===== src/rtl/aes_ks_pkg.sv =====
// aes_ks_pkg: shared constants, helpers and state type for the AES key schedule.
// Holds the AES S-box, the round constants and the Nk/Nr helpers.
package aes_ks_pkg;

    typedef enum logic [1:0] {
        ST_IDLE,
        ST_GEN,
        ST_OUT,
        ST_RPLY
    } ks_state_e;

    localparam logic [7:0] RCON [1:10] = '{
        8'h01, 8'h02, 8'h04, 8'h08, 8'h10, 8'h20, 8'h40, 8'h80, 8'h1b, 8'h36
    };

    localparam logic [7:0] SBOX [256] = '{
        8'h63, 8'h7c, 8'h77, 8'h7b, 8'hf2, 8'h6b, 8'h6f, 8'hc5, 8'h30, 8'h01, 8'h67, 8'h2b, 8'hfe, 8'hd7, 8'hab, 8'h76,
        8'hca, 8'h82, 8'hc9, 8'h7d, 8'hfa, 8'h59, 8'h47, 8'hf0, 8'had, 8'hd4, 8'ha2, 8'haf, 8'h9c, 8'ha4, 8'h72, 8'hc0,
        8'hb7, 8'hfd, 8'h93, 8'h26, 8'h36, 8'h3f, 8'hf7, 8'hcc, 8'h34, 8'ha5, 8'he5, 8'hf1, 8'h71, 8'hd8, 8'h31, 8'h15,
        8'h04, 8'hc7, 8'h23, 8'hc3, 8'h18, 8'h96, 8'h05, 8'h9a, 8'h07, 8'h12, 8'h80, 8'he2, 8'heb, 8'h27, 8'hb2, 8'h75,
        8'h09, 8'h83, 8'h2c, 8'h1a, 8'h1b, 8'h6e, 8'h5a, 8'ha0, 8'h52, 8'h3b, 8'hd6, 8'hb3, 8'h29, 8'he3, 8'h2f, 8'h84,
        8'h53, 8'hd1, 8'h00, 8'hed, 8'h20, 8'hfc, 8'hb1, 8'h5b, 8'h6a, 8'hcb, 8'hbe, 8'h39, 8'h4a, 8'h4c, 8'h58, 8'hcf,
        8'hd0, 8'hef, 8'haa, 8'hfb, 8'h43, 8'h4d, 8'h33, 8'h85, 8'h45, 8'hf9, 8'h02, 8'h7f, 8'h50, 8'h3c, 8'h9f, 8'ha8,
        8'h51, 8'ha3, 8'h40, 8'h8f, 8'h92, 8'h9d, 8'h38, 8'hf5, 8'hbc, 8'hb6, 8'hda, 8'h21, 8'h10, 8'hff, 8'hf3, 8'hd2,
        8'hcd, 8'h0c, 8'h13, 8'hec, 8'h5f, 8'h97, 8'h44, 8'h17, 8'hc4, 8'ha7, 8'h7e, 8'h3d, 8'h64, 8'h5d, 8'h19, 8'h73,
        8'h60, 8'h81, 8'h4f, 8'hdc, 8'h22, 8'h2a, 8'h90, 8'h88, 8'h46, 8'hee, 8'hb8, 8'h14, 8'hde, 8'h5e, 8'h0b, 8'hdb,
        8'he0, 8'h32, 8'h3a, 8'h0a, 8'h49, 8'h06, 8'h24, 8'h5c, 8'hc2, 8'hd3, 8'hac, 8'h62, 8'h91, 8'h95, 8'he4, 8'h79,
        8'he7, 8'hc8, 8'h37, 8'h6d, 8'h8d, 8'hd5, 8'h4e, 8'ha9, 8'h6c, 8'h56, 8'hf4, 8'hea, 8'h65, 8'h7a, 8'hae, 8'h08,
        8'hba, 8'h78, 8'h25, 8'h2e, 8'h1c, 8'ha6, 8'hb4, 8'hc6, 8'he8, 8'hdd, 8'h74, 8'h1f, 8'h4b, 8'hbd, 8'h8b, 8'h8a,
        8'h70, 8'h3e, 8'hb5, 8'h66, 8'h48, 8'h03, 8'hf6, 8'h0e, 8'h61, 8'h35, 8'h57, 8'hb9, 8'h86, 8'hc1, 8'h1d, 8'h9e,
        8'he1, 8'hf8, 8'h98, 8'h11, 8'h69, 8'hd9, 8'h8e, 8'h94, 8'h9b, 8'h1e, 8'h87, 8'he9, 8'hce, 8'h55, 8'h28, 8'hdf,
        8'h8c, 8'ha1, 8'h89, 8'h0d, 8'hbf, 8'he6, 8'h42, 8'h68, 8'h41, 8'h99, 8'h2d, 8'h0f, 8'hb0, 8'h54, 8'hbb, 8'h16
    };

    function automatic int unsigned nk_of(input int unsigned key_bits);
        return key_bits / 32;
    endfunction

    function automatic int unsigned nr_of(input int unsigned key_bits);
        return key_bits / 32 + 6;
    endfunction

    // Round constant lookup; indices outside 1..10 yield zero.
    function automatic logic [7:0] rcon_of(input logic [3:0] n);
        rcon_of = 8'h00;
        for (int unsigned k = 1; k <= 10; k++) begin
            if (n == 4'(k)) rcon_of = RCON[k];
        end
    endfunction

endpackage


===== src/rtl/aes_key_sched_sbox.sv =====
// aes_sbox_word: combinational SubWord, four parallel S-box lookups.
module aes_sbox_word
    import aes_ks_pkg::*;
(
    input  logic [31:0] word,
    output logic [31:0] sub
);

    assign sub[31:24] = SBOX[word[31:24]];
    assign sub[23:16] = SBOX[word[23:16]];
    assign sub[15:8]  = SBOX[word[15:8]];
    assign sub[7:0]   = SBOX[word[7:0]];

endmodule


===== src/rtl/aes_key_sched.sv =====
// aes_key_sched: AES-128/192/256 key expansion, one word per GEN cycle,
// round keys streamed over a valid/ready handshake.
// Optional macro AES_KS_STORE_EN adds a round-key store and reverse replay.
module aes_key_sched
    import aes_ks_pkg::*;
#(
    parameter int unsigned KEY_BITS = 128
) (
    input  logic                clk,
    input  logic                rst_n,
    input  logic                key_valid,
    output logic                key_ready,
    input  logic [KEY_BITS-1:0] key_in,
    input  logic                key_rev,
    input  logic                abort,
    output logic                rk_valid,
    input  logic                rk_ready,
    output logic [127:0]        rk_data,
    output logic [3:0]          rk_idx,
    output logic                rk_last,
    output logic                busy
);

    localparam int unsigned NK    = nk_of(KEY_BITS);
    localparam int unsigned NR    = nr_of(KEY_BITS);
    localparam int unsigned TOTAL = 4 * (NR + 1);

    if (KEY_BITS != 128 && KEY_BITS != 192 && KEY_BITS != 256) begin : g_bad_key_bits
        $error("aes_key_sched: KEY_BITS must be 128, 192 or 256");
    end

    ks_state_e    state, state_n;
    logic [31:0]  win [NK];      // win[0] = w[i-Nk] ... win[NK-1] = w[i-1]
    logic [31:0]  stage [3];     // first three words of the key being assembled
    logic [5:0]   wi;            // word index i
    logic [2:0]   wm;            // i mod Nk
    logic [3:0]   rci;           // i / Nk
    logic [3:0]   rnd;           // next round key to complete
    logic         rk_last_q;
    logic         rev_q;
    logic [31:0]  t_word, sub_in, sub_out, new_word;
    logic [127:0] rk_next;
    logic         load, gen, last_word;

    assign key_ready = (state == ST_IDLE);
    assign busy      = (state != ST_IDLE);
    assign rk_valid  = (state == ST_OUT) || (state == ST_RPLY);
    assign rk_last   = rk_last_q && rk_valid;

    assign load      = (state == ST_IDLE) && key_valid && !abort;
    assign gen       = (state == ST_GEN) && !abort;
    assign last_word = (wi == 6'(TOTAL - 1));
    assign rk_next   = {stage[0], stage[1], stage[2], new_word};

    aes_sbox_word u_sbox (
        .word (sub_in),
        .sub  (sub_out)
    );

    // Word recurrence: the first Nk passes recirculate the key words so the
    // window ends up holding w[0..Nk-1] when generation proper begins.
    always_comb begin
        t_word   = win[NK-1];
        sub_in   = (wm == '0) ? {t_word[23:0], t_word[31:24]} : t_word;
        new_word = win[0];
        if (wi >= 6'(NK)) begin
            if (wm == '0)
                new_word = win[0] ^ sub_out ^ {rcon_of(rci), 24'h0};
            else if (NK == 8 && wm == 3'd4)
                new_word = win[0] ^ sub_out;
            else
                new_word = win[0] ^ t_word;
        end
    end

`ifdef AES_KS_STORE_EN
    logic [127:0] store [NR+1];
    logic         rk_hs;

    assign rk_hs = rk_valid && rk_ready && !abort;

    // Direction of the current expansion, captured at load
    always_ff @(posedge clk or negedge rst_n) begin
        if (!rst_n)    rev_q <= 1'b0;
        else if (load) rev_q <= key_rev;
    end

    // Round-key store, written as each key completes
    always_ff @(posedge clk) begin
        if (gen && wi[1:0] == 2'd3) store[rnd] <= rk_next;
    end
`else
    logic unused_key_rev;

    assign unused_key_rev = key_rev;
    assign rev_q          = 1'b0;
`endif

    // State register
    always_ff @(posedge clk or negedge rst_n) begin
        if (!rst_n) state <= ST_IDLE;
        else        state <= state_n;
    end

    // Next-state logic; abort overrides every transition
    always_comb begin
        state_n = state;
        case (state)
            ST_IDLE: if (key_valid) state_n = ST_GEN;
            ST_GEN: begin
                if (wi[1:0] == 2'd3) begin
                    if (!rev_q)         state_n = ST_OUT;
                    else if (last_word) state_n = ST_RPLY;
                end
            end
            ST_OUT:  if (rk_ready) state_n = rk_last_q ? ST_IDLE : ST_GEN;
`ifdef AES_KS_STORE_EN
            ST_RPLY: if (rk_ready && rk_last_q) state_n = ST_IDLE;
`endif
            default: state_n = ST_IDLE;
        endcase
        if (abort) state_n = ST_IDLE;
    end

    // Window, counters, staging and output key registers
    always_ff @(posedge clk or negedge rst_n) begin
        if (!rst_n) begin
            for (int unsigned k = 0; k < NK; k++) win[k] <= '0;
            for (int unsigned k = 0; k < 3; k++) stage[k] <= '0;
            wi        <= '0;
            wm        <= '0;
            rci       <= '0;
            rnd       <= '0;
            rk_data   <= '0;
            rk_idx    <= '0;
            rk_last_q <= 1'b0;
        end else if (load) begin
            for (int unsigned k = 0; k < NK; k++) win[k] <= key_in[KEY_BITS-1-32*k -: 32];
            wi  <= '0;
            wm  <= '0;
            rci <= '0;
            rnd <= '0;
        end else if (gen) begin
            for (int unsigned k = 0; k < NK - 1; k++) win[k] <= win[k+1];
            win[NK-1] <= new_word;
            wi        <= wi + 6'd1;
            if (wm == 3'(NK - 1)) begin
                wm  <= '0;
                rci <= rci + 4'd1;
            end else begin
                wm  <= wm + 3'd1;
            end
            case (wi[1:0])
                2'd0:    stage[0] <= new_word;
                2'd1:    stage[1] <= new_word;
                2'd2:    stage[2] <= new_word;
                default: begin
                    rk_data   <= rk_next;
                    rk_idx    <= rnd;
                    rk_last_q <= !rev_q && (rnd == 4'(NR));
                    rnd       <= rnd + 4'd1;
                end
            endcase
        end
`ifdef AES_KS_STORE_EN
        else if (state == ST_RPLY && rk_hs && !rk_last_q) begin
            rk_data   <= store[rk_idx - 4'd1];
            rk_idx    <= rk_idx - 4'd1;
            rk_last_q <= (rk_idx == 4'd1);
        end
`endif
    end

endmodule


===== config.mk =====
export PLATFORM = sky130hd
export DESIGN_NAME = aes_key_sched
export DESIGN_NICKNAME = d
export VERILOG_FILES = /design/src/rtl/aes_ks_pkg.sv /design/src/rtl/aes_key_sched_sbox.sv /design/src/rtl/aes_key_sched.sv
export SDC_FILE = /design/constraint.sdc
export NUM_CORES = 2
export LEC_CHECK = 0
export ABC_AREA = 1
export CAP_MARGIN = 25
export CORE_MARGIN = 2
export CORE_UTILIZATION = 40
export DETAILED_ROUTE_END_ITERATION = 10
export SLEW_MARGIN = 20
export SYNTH_ARGS = -nofsm -noshare
export SYNTH_HDL_FRONTEND = slang
export SYNTH_SLANG_ARGS = --single-unit

===== constraint.sdc =====
create_clock -name clk -period 7.9 [get_ports clk]
set_input_delay 2.37 -clock clk [delete_from_list [all_inputs] [get_ports clk]]
set_output_delay 2.37 -clock clk [all_outputs]
set_load 0.02 [all_outputs]

Yosys cells after proc, flatten, opt, wreduce, memory -nomap -nowiden

Memory sizes are Yosys's and may differ from the RTL's.
Index checks and enable logic that the tools add are counted.
Widths: inputs -> output; s select.

Add/subtract/negate cells: 4
Order comparisons: 5
Multipliers: 0
Div/mod/pow operators: 0
Reduce and logical (&&, ||, !) cells: 20
Shift-type cells: 0
Muxes and demuxes: 42
Equality and inequality tests: 22
Bitwise gates (word level): 9

Operators with widths:

| kind                | count |
|---|---|
| $mux 128            | 2 |
| $mux 8              | 17 |
| $mux 32             | 3 |
| $xor 32x32->32      | 3 |
| $ge 9x9->1 const B  | 4 |
| $not 8->9           | 4 |
| $mux 4              | 6 |
| $eq 4x3->1 const B  | 4 |
| $eq 4x4->1 const B  | 4 |
| $reduce_and 3->1    | 5 |
| $mux 3              | 4 |
| $mux 6              | 2 |
| $mux 2              | 5 |
| $add 4x1->4 const B | 2 |
| $eq 2x2->1 const B  | 4 |
| $eq 4x2->1 const B  | 2 |
| $add 6x1->6 const B | 1 |
| $ge 6x3->1 const B  | 1 |
| $ne 3x2->1 const B  | 2 |
| $pmux 2 s3          | 1 |
| $reduce_bool 2->1   | 3 |
| $eq 2x1->1 const B  | 2 |
| $eq 4x1->1 const B  | 1 |
| $logic_and 1x1->1   | 4 |
| 12 further kinds    | 16 |

Register bits after elaboration: 376
Bits in read-only memories: 8192
Memory bits (writable): 0
Word-level logic and storage cells: 121
Latch bits: 0
Memories kept: 4
Input bits: 134
Output and inout bits: 136

Memories:

| memory          | words | width | rd ports | clocked after Yosys merged registers in | wr ports | line                     | source |
|---|---|---|---|---|---|---|---|
| (no name shown) | 256   | 8     | 1        | 0                                       | 0        | aes_key_sched_sbox.sv:9  | `assign sub[31:24] = SBOX[word[31:24]];` |
| (no name shown) | 256   | 8     | 1        | 0                                       | 0        | aes_key_sched_sbox.sv:10 | `assign sub[23:16] = SBOX[word[23:16]];` |
| (no name shown) | 256   | 8     | 1        | 0                                       | 0        | aes_key_sched_sbox.sv:11 | `assign sub[15:8] = SBOX[word[15:8]];` |
| (no name shown) | 256   | 8     | 1        | 0                                       | 0        | aes_key_sched_sbox.sv:12 | `assign sub[7:0] = SBOX[word[7:0]];` |

Longest topological paths before layout

Depth in word-level cells: 18
Mapped depth: 25
Depth with buffers taken out: 23

By module

A second synthesis with hierarchy kept.

Cells, all modules: 4366
Area, all modules: 28117.0 um^2

Modules (own cells, without submodules):

| module        | instances | area an instance (um^2) | cells each |
|---|---|---|---|
| aes_key_sched | 1         | 16533.4                 | 1845 |
| aes_sbox_word | 1         | 11583.6                 | 2521 |

Least setup slack after synthesis

Ideal clock, no wire load.

Kind: input -> register
From: in abort
To: reg state[1]
Stages: 8
Setup time: 134 ps
Path buffers: 2
Setup slack: 3816 ps
Data arrival time: 3950 ps
Path through: nor3_1 inv_2 o221ai_1 nor2_1 inv_2 clkbuf_1 clkbuf_1 nand2_1

Cells in the longest elaborated chain, start to end: 2
Elaborated cells between the ends (all ways): 5
Those cells by class: eq/ne (3); mux (1); reduce/logical (1)

RTL lines:

| element                                                   | line                 | source |
|---|---|---|
| start: declaration                                        | aes_key_sched.sv:15  | `input logic abort,` |
| $ne 3x2->1 (no line) / $ne 3x3->1 (equally long branches) | n/a                  |  |
| $reduce_and 3->1 (no line)                                | n/a                  |  |
| end signal: assignment                                    | aes_key_sched.sv:102 | `else state <= state_n;` |
| end: declaration                                          | aes_key_sched.sv:32  | `ks_state_e state, state_n;` |

Parallel ways exist; a longest one is shown, timed or not.
A chain may end at the register's enable or synchronous reset.

Worst setup path after layout

From: reg wm[0]
To: reg win (netlist bit t_word[18])

Cells in the longest elaborated chain, start to end: 12

RTL lines:

| element                                   | line                                     | source |
|---|---|---|
| start: declaration                        | aes_key_sched.sv:36                      | `logic [2:0] wm;` |
| start signal: assignment                  | aes_key_sched.sv:151                     | `wm <= wm + 3'd1;` |
| $logic_not 3->1 *                         | aes_key_sched.sv:64, aes_key_sched.sv:67 |  |
| $mux 32                                   | aes_key_sched.sv:64                      | `sub_in = (wm == '0) ? {t_word[23:0], t_word[31:24]} : t_word;` |
| $not 8->9 (not written as such)           | aes_key_sched_sbox.sv:10                 |  |
| $mem_v2 256x8                             | n/a                                      |  |
| $mux 8 (not written as such) (2 in a row) | aes_key_sched_sbox.sv:10                 |  |
| $xor 32x32->32 (2 in a row)               | aes_key_sched.sv:68                      | `new_word = win[0] ^ sub_out ^ {rcon_of(rci), 24'h0};` |
| $mux 32 *                                 | aes_key_sched.sv:67                      | `if (wm == '0)` |
| $mux 32 *                                 | aes_key_sched.sv:66                      | `if (wi >= 6'(NK)) begin` |
| $mux 128 *                                | aes_key_sched.sv:143                     | `end else if (gen) begin` |
| $mux 128 *                                | aes_key_sched.sv:137                     | `end else if (load) begin` |
| end signal: indexed assignment            | aes_key_sched.sv:145                     | `win[NK-1] <= new_word;` |
| end: declaration                          | aes_key_sched.sv:33                      | `logic [31:0] win [NK];` |

Every way passes the cells marked *; elsewhere a longest branch is shown, timed or not. The select of a mux whose other input is x is not followed.

==> summary.txt <==
Status
  – Outcome: finished clean

Critical path
  – Max stage delay on crit path: 610 ps
  – Crit path launch type: flop
  – CP Cell Sequence: inv_1 -> ha_1 -> buf_4 -> nand2_4 -> buf_4 -> nand2_1 -> o21ai_2 -> ha_1 -> nand3_1 -> nand2_1 -> inv_1 -> nand2_1 -> o211ai_1 -> nand3_1 -> nand3_1 -> nand2_1 -> nand2_1 -> nand3_1 -> nand2_1 -> nand2_1 -> nand2_1 -> nand2_1 -> nand2_1
  – Most used cell, CP: nand2_1
  – CP max stage cell: nand2_4
  – CP arrival: about 6100 ps
  – CP Capture Type: flop
  – Critical path class: flop to flop
  – Critical Path Fanout Max: 46
  – Required @ worst endpoint: 8340 ps

Routing
  – Final wirelength: roughly 130,000 um
  – Wire per inst: between 20 and 25 um
  – Drt pass-1 iters: 8
  – Post-route DRC: 0
  – DR vias: between 30,000 and 40,000
  – Starting DRT DRC Count: ~4,500
  – Vias per cell: about 5.9
  – Antenna viol nets, final: 0

Cells and area
  – Share of cells above drive strength 1: 0.0458
  – Final Non-Filler Cells: ~5,500
  – Fillers: ~7,600
  – Fin util: 0.469
  – Nets: 4,753
  – P&R area growth vs syn: 16.2%
  – Area of the multi-input gates: approximately 16,000 um2
  – Register Area: 9410 um2

Die
  – Die Width: about 270 um
  – Die H: roughly 270 um
  – Die ar.: 72,800 um2
  – Initial Util: 0.403
  – Cell Rows: between 90 and 100
  – Core area: approximately 70,000 um2
  – Ports: 270

Clock tree
  – Sink Count: approximately 380
  – H-tree depth: 2
  – CTS Buf Count: 40
  – Root Buffer Master: clkbuf_16
  – TritonCTS clock tree: yes
  – Hold-fix buffers at CTS: 0
  – Setup repair bufs after CTS: 0
  – Clk_lat worst skew: between 500 and 600 ps
  – Post-CTS Resized: 0
  – Longest Clk Path Bufs: 3
  – Clock-pin slew on the worst setup and hold paths: around 70 ps

Yosys
  – Top FF cell, synth: dfrtp_1
  – Post-synth EDFFs: 0
  – Cells after Synth: between 4,000 and 5,000
  – Distinct cells, synth: between 40 and 50
  – Mapped Area: 28,300 um2
  – Avg Synthesized Cell Area: 6.32 um2
  – Ys async rst share: 1.00
  – Synth Register Bits: about 380
  – Syn. warnings: 0
  – Sequential share of the synthesized area: 0.333
  – Synthesized Nets: 4,664

Global routing
  – GR Util All Layers: 0.341
  – Largest net degree at the start of global routing: ~150
  – Initial antenna violation count: 4
  – First-pass GRT wire length: 194,000 um
  – Vias in the first global route: slightly above 30,000
  – Gr ovfl total: 0

STA
  – Fin. Hold Viols: 0
  – Worst Tran Pin Value: about 1100 ps
  – Setup-failing EPs final: 0
  – Min cycle time layout: around 5600 ps
  – RSZ-0062 raised after global routing: no
  – Final TNS setup: 0 ps
  – Worst setup margin: ~2300 ps
  – Slew Limit Headroom: 0.291
  – Worst Skew: between 20 and 25 ps
  – F_max: approximately 0.18 GHz
  – Crit share post-route: 0.711
  – Max-slew violation count: 0

Placement
  – IO Port Bufs: 268
  – GPL Wtd Cong: about 1
  – Setup WS pre-CTS: approximately 2300 ps
  – Dpl cells: 5,455
  – Hpwl dp: slightly below 90,000 um

Worst hold path
  – Hold Crit Class: flop to flop

Run
  – Max-cap violation count: 0
layer usage:
layer	up-vias	part of all wire	GRT usage
met5	-	0.00017	0
met3	339	0.093	0.0637
met2	1772	0.45	0.531
met1	15543	0.42	0.468
met4	4	0.042	0.130
li1	14976	-	-
layout by cell type (no fill, tap or decap), types with 7 or more instances in the layout:
cell             synthesis  final
nand2_2                 31     32
buf_4                   16     50
o21ai_0                 96     96
a21oi_1                 67     67
nor2_1                 109    108
o221ai_1                96     96
inv_2                   30     27
nand2_1               1671   1670
xor2_1                  10     10
dfrtp_1                376    376
o211ai_1                37     37
clkbuf_16                0     40
clkdlybuf4s50_1          0    267
clkbuf_8                 0      7
o21ai_4                  0      7
nand4_1                  8      8
ha_1                    62     62
o21ai_1                 28     23
nand3_1               1200   1200
a31oi_1                 10     10
inv_1                  313    312
Yosys cell counts (10+ instances only):
| master | instances | area, um2 |
|---|---|---|
| a21oi_1 | 67 | 335 |
| buf_1 | 28 | 105 |
| inv_1 | 313 | 1170 |
| nand3_1 | 1200 | 6010 |
| o221ai_1 | 96 | 841 |
| nor2_1 | 109 | 409 |
| clkbuf_1 | 136 | 510 |
| nand2_2 | 31 | 194 |
| dfrtp_1 | 376 | 9410 |
| o21ai_0 | 96 | 480 |
| xor2_1 | 10 | 87.6 |
| a31oi_1 | 10 | 62.6 |
| o21ai_1 | 28 | 140 |
| buf_4 | 16 | 120 |
| inv_2 | 30 | 113 |
| nand2_1 | 1671 | 6270 |
| ha_1 | 62 | 776 |
| buf_2 | 87 | 435 |
| o211ai_1 | 37 | 278 |
metrics by stage:
| stage | instance area, um2 | hold WS, ps |
|---|---|---|
| finish | 32800 | 468 |
| floorplan | 28300 | 449 |
| CTS | 32800 | 471 |
| detailed placement | 31400 | 457 |
| global route | 32800 | 489 |
| global placement | 31400 | 455 |
final cells by class:
type,count,share of cell area
timing repair buffer,322,0.0959
antenna,2,0.000152
sequential,376,0.287
clock inverter,20,0.00892
clock buffer,53,0.0341
inverter,347,0.0400
multi-input combinational,3470,0.499
tap,940,0.0358
worst max-delay path, delay by kind of cell, from the launching register on:
family          cells  cell delay (ps)
compound gates      2              540
fa+ha+maj           2              480
buf+inv             4              890
flops               1              360
simple gates       15             3130
cells by family after synthesis:
group	share of synthesized area
buffers and inverters	0.0907
xor gates and xnor gates	0.00310
AOI/OAI and AO/OA	0.0810
and+or+nand+nor	0.465
DFF	0.333
adders and majority gates	0.0275
sequential cells by signal (all words and copies together), names as in the netlist:
register   count
state          2
rci            4
wm             3
rk_next       96
rk_idx         4
rk_last_q      1
win           96
rnd            4
wi             6
rk_data      128
t_word        32
path summary, 6_finish.rpt:
check                             from  slack (ps)      endpoint  cells after the start
min                        rk_next[51]         470   rk_data[51]                      2
max reg2reg                      wm[0]        2280    t_word[18]                     23
min reg2reg                rk_next[51]         470   rk_data[51]                      2
max in group asynchronous        rst_n        4590  rk_data[111]                      2
max                              wm[0]        2280    t_word[18]                     23
min in group asynchronous        rst_n        1830   rk_data[58]                      1
Power is left out: the tool's default activity adds up to more than one toggle a clock period on the data nets, which glitch-free logic cannot reach.
